## src/rtl/ro_tempsens_scan.sv

```systemverilog
// ro_tempsens_scan: multi-channel ring-oscillator temperature-sensor scan engine.
// Scans the channels selected in ch_mask from lowest to highest index. For each channel it
// enables that oscillator, waits for it to settle, then counts its rising edges over
// 2^AVG_LOG2 gate windows of WIN_CYCLES clk cycles each. The averaged count is presented on a
// valid/ready result port.
//
// Optional feature: define RO_TEMPSENS_SATURATE_EN to make the edge counter saturate at
// 2^CNT_W-1 and flag res_ovf. When it is not defined, the counter wraps and res_ovf stays 0.
//
// Ports:
//   clk        system clock
//   reset      asynchronous active-low reset
//   ro_in      raw oscillator outputs (asynchronous to clk)
//   ro_en      oscillator enables, one-hot or zero
//   start      single-cycle scan request, accepted only while idle with a non-zero ch_mask
//   ch_mask    channels to scan, captured on an accepted start
//   busy       scan in progress
//   res_data   averaged edge count
//   res_ch     channel index of res_data
//   res_valid  result available
//   res_ready  consumer accepts the result
//   res_ovf    a window of this channel saturated
module ro_tempsens_scan #(
  parameter int unsigned N_CH          = 4,
  parameter int unsigned CNT_W         = 16,
  parameter int unsigned WIN_CYCLES    = 1000,
  parameter int unsigned AVG_LOG2      = 2,
  parameter int unsigned SETTLE_CYCLES = 16
) (
  input  logic                                          clk,
  input  logic                                          reset,
  input  logic [N_CH-1:0]                               ro_in,
  output logic [N_CH-1:0]                               ro_en,
  input  logic                                          start,
  input  logic [N_CH-1:0]                               ch_mask,
  output logic                                          busy,
  output logic [CNT_W-1:0]                              res_data,
  output logic [((N_CH > 1) ? $clog2(N_CH) : 1)-1:0]    res_ch,
  output logic                                          res_valid,
  input  logic                                          res_ready,
  output logic                                          res_ovf
);

  localparam int unsigned CH_W    = (N_CH > 1) ? $clog2(N_CH) : 1;
  localparam int unsigned TMR_MAX = (WIN_CYCLES > SETTLE_CYCLES) ? WIN_CYCLES : SETTLE_CYCLES;
  localparam int unsigned TMR_W   = $clog2(TMR_MAX + 1);
  localparam int unsigned ACC_W   = CNT_W + AVG_LOG2;
  localparam int unsigned IDX_W   = AVG_LOG2 + 1;

  localparam logic [IDX_W-1:0] IDX_LAST    = IDX_W'((1 << AVG_LOG2) - 1);
  localparam logic [N_CH-1:0]  CH_ONE      = N_CH'(1);
  localparam logic [TMR_W-1:0] SETTLE_LOAD = TMR_W'(SETTLE_CYCLES - 1);
  localparam logic [TMR_W-1:0] WIN_LOAD    = TMR_W'(WIN_CYCLES - 1);

  typedef enum logic [2:0] {StIdle, StSettle, StGate, StAccum, StOut, StNext} state_e;

  state_e           state_q;
  logic [N_CH-1:0]  sync1_q, sync2_q, sync3_q;
  logic [N_CH-1:0]  mask_q;
  logic [CH_W-1:0]  ch_q;
  logic [TMR_W-1:0] tmr_q;
  logic [CNT_W-1:0] cnt_q;
  logic [ACC_W-1:0] acc_q;
  logic [IDX_W-1:0] idx_q;
  logic             ovf_q;

  logic [N_CH-1:0]  rise;
  logic             rise_sel;
  logic [ACC_W-1:0] acc_sum;
  logic [CNT_W-1:0] cnt_inc;
  logic             sat_hit;
  logic [CH_W-1:0]  first_ch;
  logic [CH_W-1:0]  next_ch;
  logic             has_next;

  // sync2 is the synchronised level, sync3 its previous value.
  assign rise     = sync2_q & ~sync3_q;
  assign rise_sel = rise[ch_q];
  assign acc_sum  = acc_q + ACC_W'(cnt_q);

  always_comb begin
    cnt_inc = cnt_q + CNT_W'(1);
    sat_hit = 1'b0;
`ifdef RO_TEMPSENS_SATURATE_EN
    if (cnt_q == '1) begin
      cnt_inc = cnt_q;
      sat_hit = rise_sel;
    end
`endif
  end

  // Descending scan so the lowest qualifying index is the one left standing.
  always_comb begin
    first_ch = '0;
    next_ch  = '0;
    has_next = 1'b0;
    for (int i = N_CH - 1; i >= 0; i--) begin
      if (ch_mask[i]) begin
        first_ch = CH_W'(i);
      end
      if (mask_q[i] && (i > int'(ch_q))) begin
        next_ch  = CH_W'(i);
        has_next = 1'b1;
      end
    end
  end

  always_ff @(posedge clk or negedge reset) begin
    if (!reset) begin
      state_q   <= StIdle;
      sync1_q   <= '0;
      sync2_q   <= '0;
      sync3_q   <= '0;
      mask_q    <= '0;
      ch_q      <= '0;
      tmr_q     <= '0;
      cnt_q     <= '0;
      acc_q     <= '0;
      idx_q     <= '0;
      ovf_q     <= 1'b0;
      ro_en     <= '0;
      busy      <= 1'b0;
      res_data  <= '0;
      res_ch    <= '0;
      res_valid <= 1'b0;
      res_ovf   <= 1'b0;
    end else begin
      sync1_q <= ro_in;
      sync2_q <= sync1_q;
      sync3_q <= sync2_q;

      unique case (state_q)
        StIdle: begin
          if (start && (|ch_mask)) begin
            mask_q  <= ch_mask;
            ch_q    <= first_ch;
            ro_en   <= CH_ONE << first_ch;
            busy    <= 1'b1;
            tmr_q   <= SETTLE_LOAD;
            acc_q   <= '0;
            idx_q   <= '0;
            ovf_q   <= 1'b0;
            // Flush synchroniser history on SETTLE entry; it refills during the settle wait.
            sync1_q <= '0;
            sync2_q <= '0;
            sync3_q <= '0;
            state_q <= StSettle;
          end
        end

        StSettle: begin
          if (tmr_q == '0) begin
            tmr_q   <= WIN_LOAD;
            cnt_q   <= '0;
            state_q <= StGate;
          end else begin
            tmr_q <= tmr_q - TMR_W'(1);
          end
        end

        StGate: begin
          if (rise_sel) begin
            cnt_q <= cnt_inc;
          end
          ovf_q <= ovf_q | sat_hit;
          if (tmr_q == '0) begin
            state_q <= StAccum;
          end else begin
            tmr_q <= tmr_q - TMR_W'(1);
          end
        end

        StAccum: begin
          acc_q <= acc_sum;
          if (idx_q == IDX_LAST) begin
            res_data  <= CNT_W'(acc_sum >> AVG_LOG2);
            res_ch    <= ch_q;
            res_ovf   <= ovf_q;
            res_valid <= 1'b1;
            ro_en     <= '0;
            state_q   <= StOut;
          end else begin
            idx_q   <= idx_q + IDX_W'(1);
            tmr_q   <= WIN_LOAD;
            cnt_q   <= '0;
            state_q <= StGate;
          end
        end

        StOut: begin
          if (res_ready) begin
            res_valid <= 1'b0;
            state_q   <= StNext;
          end
        end

        StNext: begin
          if (has_next) begin
            ch_q    <= next_ch;
            ro_en   <= CH_ONE << next_ch;
            tmr_q   <= SETTLE_LOAD;
            acc_q   <= '0;
            idx_q   <= '0;
            ovf_q   <= 1'b0;
            sync1_q <= '0;
            sync2_q <= '0;
            sync3_q <= '0;
            state_q <= StSettle;
          end else begin
            busy    <= 1'b0;
            state_q <= StIdle;
          end
        end

        default: state_q <= StIdle;
      endcase
    end
  end

endmodule

```

## config.mk

```make
export PLATFORM = sky130hd
export DESIGN_NAME = ro_tempsens_scan
export DESIGN_NICKNAME = d
export VERILOG_FILES = /design/src/rtl/ro_tempsens_scan.sv
export SDC_FILE = /design/constraint.sdc
export NUM_CORES = 1
export LEC_CHECK = 0
export BUFFER_PORTS_ARGS = -buffer_cell sky130_fd_sc_hd__buf_2
export CAP_MARGIN = 25
export CORE_UTILIZATION = 30
export DETAILED_ROUTE_END_ITERATION = 10
export PLACE_DENSITY = 0.54
export SLEW_MARGIN = 20
export SYNTH_ARGS = -nofsm -noshare
export SYNTH_HDL_FRONTEND = slang
export SYNTH_SLANG_ARGS = --single-unit
export TNS_END_PERCENT = 10
```

## constraint.sdc

```tcl
create_clock -name clk -period 2.75 [get_ports clk]
set_input_delay 0.4125 -clock clk [delete_from_list [all_inputs] [get_ports clk]]
set_output_delay 0.4125 -clock clk [all_outputs]
set_load 0.1 [all_outputs]
```

==> results by group <==
STA
  • Fin crit period: 2530 ps
  • Slew Viols, Final: 0
  • Period utilization: 91.8%
  • Final setup vio count: 0
  • Worst slew pin tran: 588 ps
  • Fmax: 396 MHz
  • RSZ-0062 raised after global routing: no
  • Final Hold Violating Endpoints: 0
  • Fin Setup TNS: 0 ps
  • Max-slew headroom: 60.8%
  • Clock Skew: 9.00 ps

CTS
  • Postcts setup bufs: 0
  • Maximum clock path buffer count: 2
  • H-tree levels: 3
  • Latest clock arrival within the worst-skew pair: 350 ps
  • Worst-path clk slew: 60 ps
  • CTS tree: built
  • TritonCTS Buffers: 9
  • Root Buffer: clkbuf_16
  • Num Clock Sinks: 91

Detailed routing
  • DRC violations left: 0
  • Post-detailed-route count of antenna-violating nets: 0
  • Via count: 4,075
  • WL per Instance: 14.3 µm
  • First-pass DRT Iterations: 4
  • Routed wire length: 11,500 µm
  • Avg Vias per Cell: 5.09
  • DRT iter0 DRCs: 201

Pwr
  • Pwr dens: 1080 nW/µm²
  • Maximum vdd ir drop: 0.832 mV
  • Final Power: 6390 µW
  • Leak pwr: 0.00261 µW

Synthesis
  • EDFF count, synth: 0
  • Post-Syn Area per Cell: 9.36 µm²
  • Seq/Total Area, Yosys: 44.2%
  • Dominant synthesized flop cell: dfrtp_1
  • Post-synthesis cell type count: 68
  • Seq cells post-synth: 91
  • Mapped Area: 5150 µm²
  • Net Count, Synth: 584
  • Synth warnings: 0
  • Cells after Synth: 550
  • Synth async-reset ratio: 100%

Global routing
  • M3 GR Usage: 2.41%
  • Grt total ovfl: 0
  • GRT Total Usage: 14.0%
  • GR Util met2: 23.3%
  • Initial antenna violation count: 0
  • First-pass GRT wire length: 19,600 µm
  • Largest net degree at the start of global routing: 52
  • Grt met1 use: 17.7%
  • GR peak layer: met2
  • Vias in the first global route: 3,948

Floorplanning
  • Starting Density: 30.9%
  • Core Region: 16,600 µm²
  • FP Rows: 47
  • Die Ht: 133 µm
  • # IOs: 37
  • Die X-Extent: 133 µm
  • Area of the die: 17,700 µm²

Run
  • Max cap viols: 0

Worst setup path
  • Worst-path fanout max: 9
  • Reg-to-reg endpoint: res_data[15]
  • CP Launch Type: register
  • Slowest-stage cell, CP: dfrtp_1
  • R2R Setup Slk: 220 ps
  • Required time of the critical path: 2990 ps
  • Reg2Reg Depth: 7
  • Critical Path Max Stage Delay: 430 ps
  • Crit path kind: reg2reg
  • Crit end category: register
  • Critical Path, Cell by Cell: ha_1 > a211oi_1 > nor2_1 > o41ai_1 > o21ai_1 > and4_1 > o41ai_1
  • Crit path arrival time: 2760 ps
  • Cell mode on critical path: o41ai_1
  • Crit path from: cnt_q[8]
  • R2r startpoint: cnt_q[8]

Finish
  • FILL cells: 1,693
  • Inserted Diodes: 0
  • Layout Cells excl Fill: 800
  • Area occupied by registers: 2280 µm²
  • Final Cell Area: 5900 µm²
  • Area delta synth->final: 14.6%
  • Multi-input gate area: 2670 µm²
  • Final nets: 609
  • Layout cell share with drive strength beyond 1: 16.0%

Placed design
  • Placed instance count: 784
  • Detailed Place HPWL: 8310 µm
  • # port buffers: 35
  • Final Wtd Congestion: 0.850
  • Placed inst area: 5560 µm²

Worst hold path
  • HP Class: in2async

Outcome
  • Status: complete, no violations
metal layers:
layer	share of wire (%)	wire (µm)
met1	46	5330
met2	48	5510
met3	3.5	400
met4	2.0	224
met5	0	0
where the power goes:
part / leakage (µW) / internal, µW / switching [µW] / total (µW)
registers: 0.00119 / 1760 / 352 / 2110
logic: 0.00126 / 854 / 2030 / 2880
clock network: 0.000161 / 891 / 511 / 1400
total: 0.00261 / 3500 / 2890 / 6390
logic make-up after synthesis:
group | after synthesis | synth area share, %
and+or+nand+nor | 211 | 21.8
AOI/OAI and AO/OA | 140 | 17.6
DFF | 91 | 44.2
buffers and inverters | 48 | 3.94
xor gates and xnor gates | 26 | 4.42
adders and majority gates | 22 | 5.49
muxes | 11 | 2.41
other | 1 | 0.0728
worst max-delay path by stage:
stage                   endpoint  slack, ps  depth (start not counted)
finish              res_data[15]        220                          7
global route        res_data[15]         10                          7
CTS                 res_data[15]        140                          7
detailed placement  res_data[15]        170                          7
global placement     res_data[8]        310                          9
floorplan           res_data[15]        500                          8
final cells by class:
cell class / instances / share of cell area [%]
timing repair buffer: 45 / 4.71
sequential: 91 / 38.6
clock inverter: 4 / 1.68
clock buffer: 12 / 4.01
inverter: 17 / 1.08
multi-input combinational: 411 / 45.3
tap: 220 / 4.67
Yosys cell counts (12+ instances only):
| library cell | instances | area [µm²] |
|---|---|---|
| o21ai_0 | 55 | 275 |
| nor3_1 | 12 | 60.1 |
| nor2_1 | 32 | 120 |
| clkbuf_1 | 21 | 78.8 |
| a21oi_1 | 22 | 110 |
| xnor2_1 | 18 | 158 |
| and2_1 | 12 | 75.1 |
| ha_1 | 21 | 263 |
| nand2_1 | 57 | 214 |
| dfrtp_1 | 91 | 2280 |
| nand3_1 | 37 | 185 |
| inv_1 | 17 | 63.8 |
worst max-delay path, delay by kind of cell (launching register included):
family | cells | cell delay (ps)
AND/OR/NAND/NOR | 2 | 380
AO/OA/AOI/OAI | 4 | 1180
adder cells (fa/ha/maj) | 1 | 430
flip-flops | 1 | 430
cell usage in the layout, fill, tap and decap left out, types with 4 or more instances in the layout:
| master | count |
|---|---|
| inv_1 | 17 |
| xor2_1 | 8 |
| o21ai_1 | 4 |
| nand4_1 | 6 |
| nor2b_1 | 7 |
| o21ai_0 | 55 |
| a22o_1 | 5 |
| a21oi_1 | 22 |
| and2_1 | 12 |
| nor2_2 | 6 |
| nand2_1 | 57 |
| xnor2_1 | 18 |
| a31oi_1 | 4 |
| nand3_1 | 37 |
| o21a_1 | 5 |
| mux2_2 | 11 |
| a21o_1 | 10 |
| ha_1 | 21 |
| dfrtp_1 | 91 |
| buf_4 | 9 |
| clkbuf_16 | 9 |
| nor3_1 | 12 |
| nor2_1 | 32 |
| nand2b_1 | 6 |
| buf_2 | 34 |
| nor4_2 | 6 |
stage by stage:
step / util [%] / worst slack [ps] / hold WS, ps
6_report: 35.4 / 225 / 43.2
3_3_place_gp: 33.4 / 311 / 428
2_1_floorplan: - / 496 / 117
4_1_cts: 35.4 / 135 / 58.2
3_5_place_dp: 33.4 / 167 / 434
5_1_grt: 35.4 / 13.2 / 95.0
flip-flops by register name, indices dropped and copies added (netlist names):
| name | flops |
|---|---|
| acc_q | 18 |
| cnt_q | 16 |
| res_data | 16 |
| tmr_q | 10 |
| ro_en | 4 |
| sync1_q | 4 |
| sync2_q | 4 |
| sync3_q | 4 |
| idx_q | 3 |
| mask_q | 3 |
| state_q | 3 |
| ch_q | 2 |
| res_ch | 2 |
| busy | 1 |
| res_valid | 1 |
what timing repair did:
item / 4_1_cts / 5_1_grt
setup endpoints to repair: 0 / 1
resized for setup: 0 / 1
endpoints found under the hold margin: 0 / 0
hold buffers: 0 / 0
(Power assumes the default switching activity.)
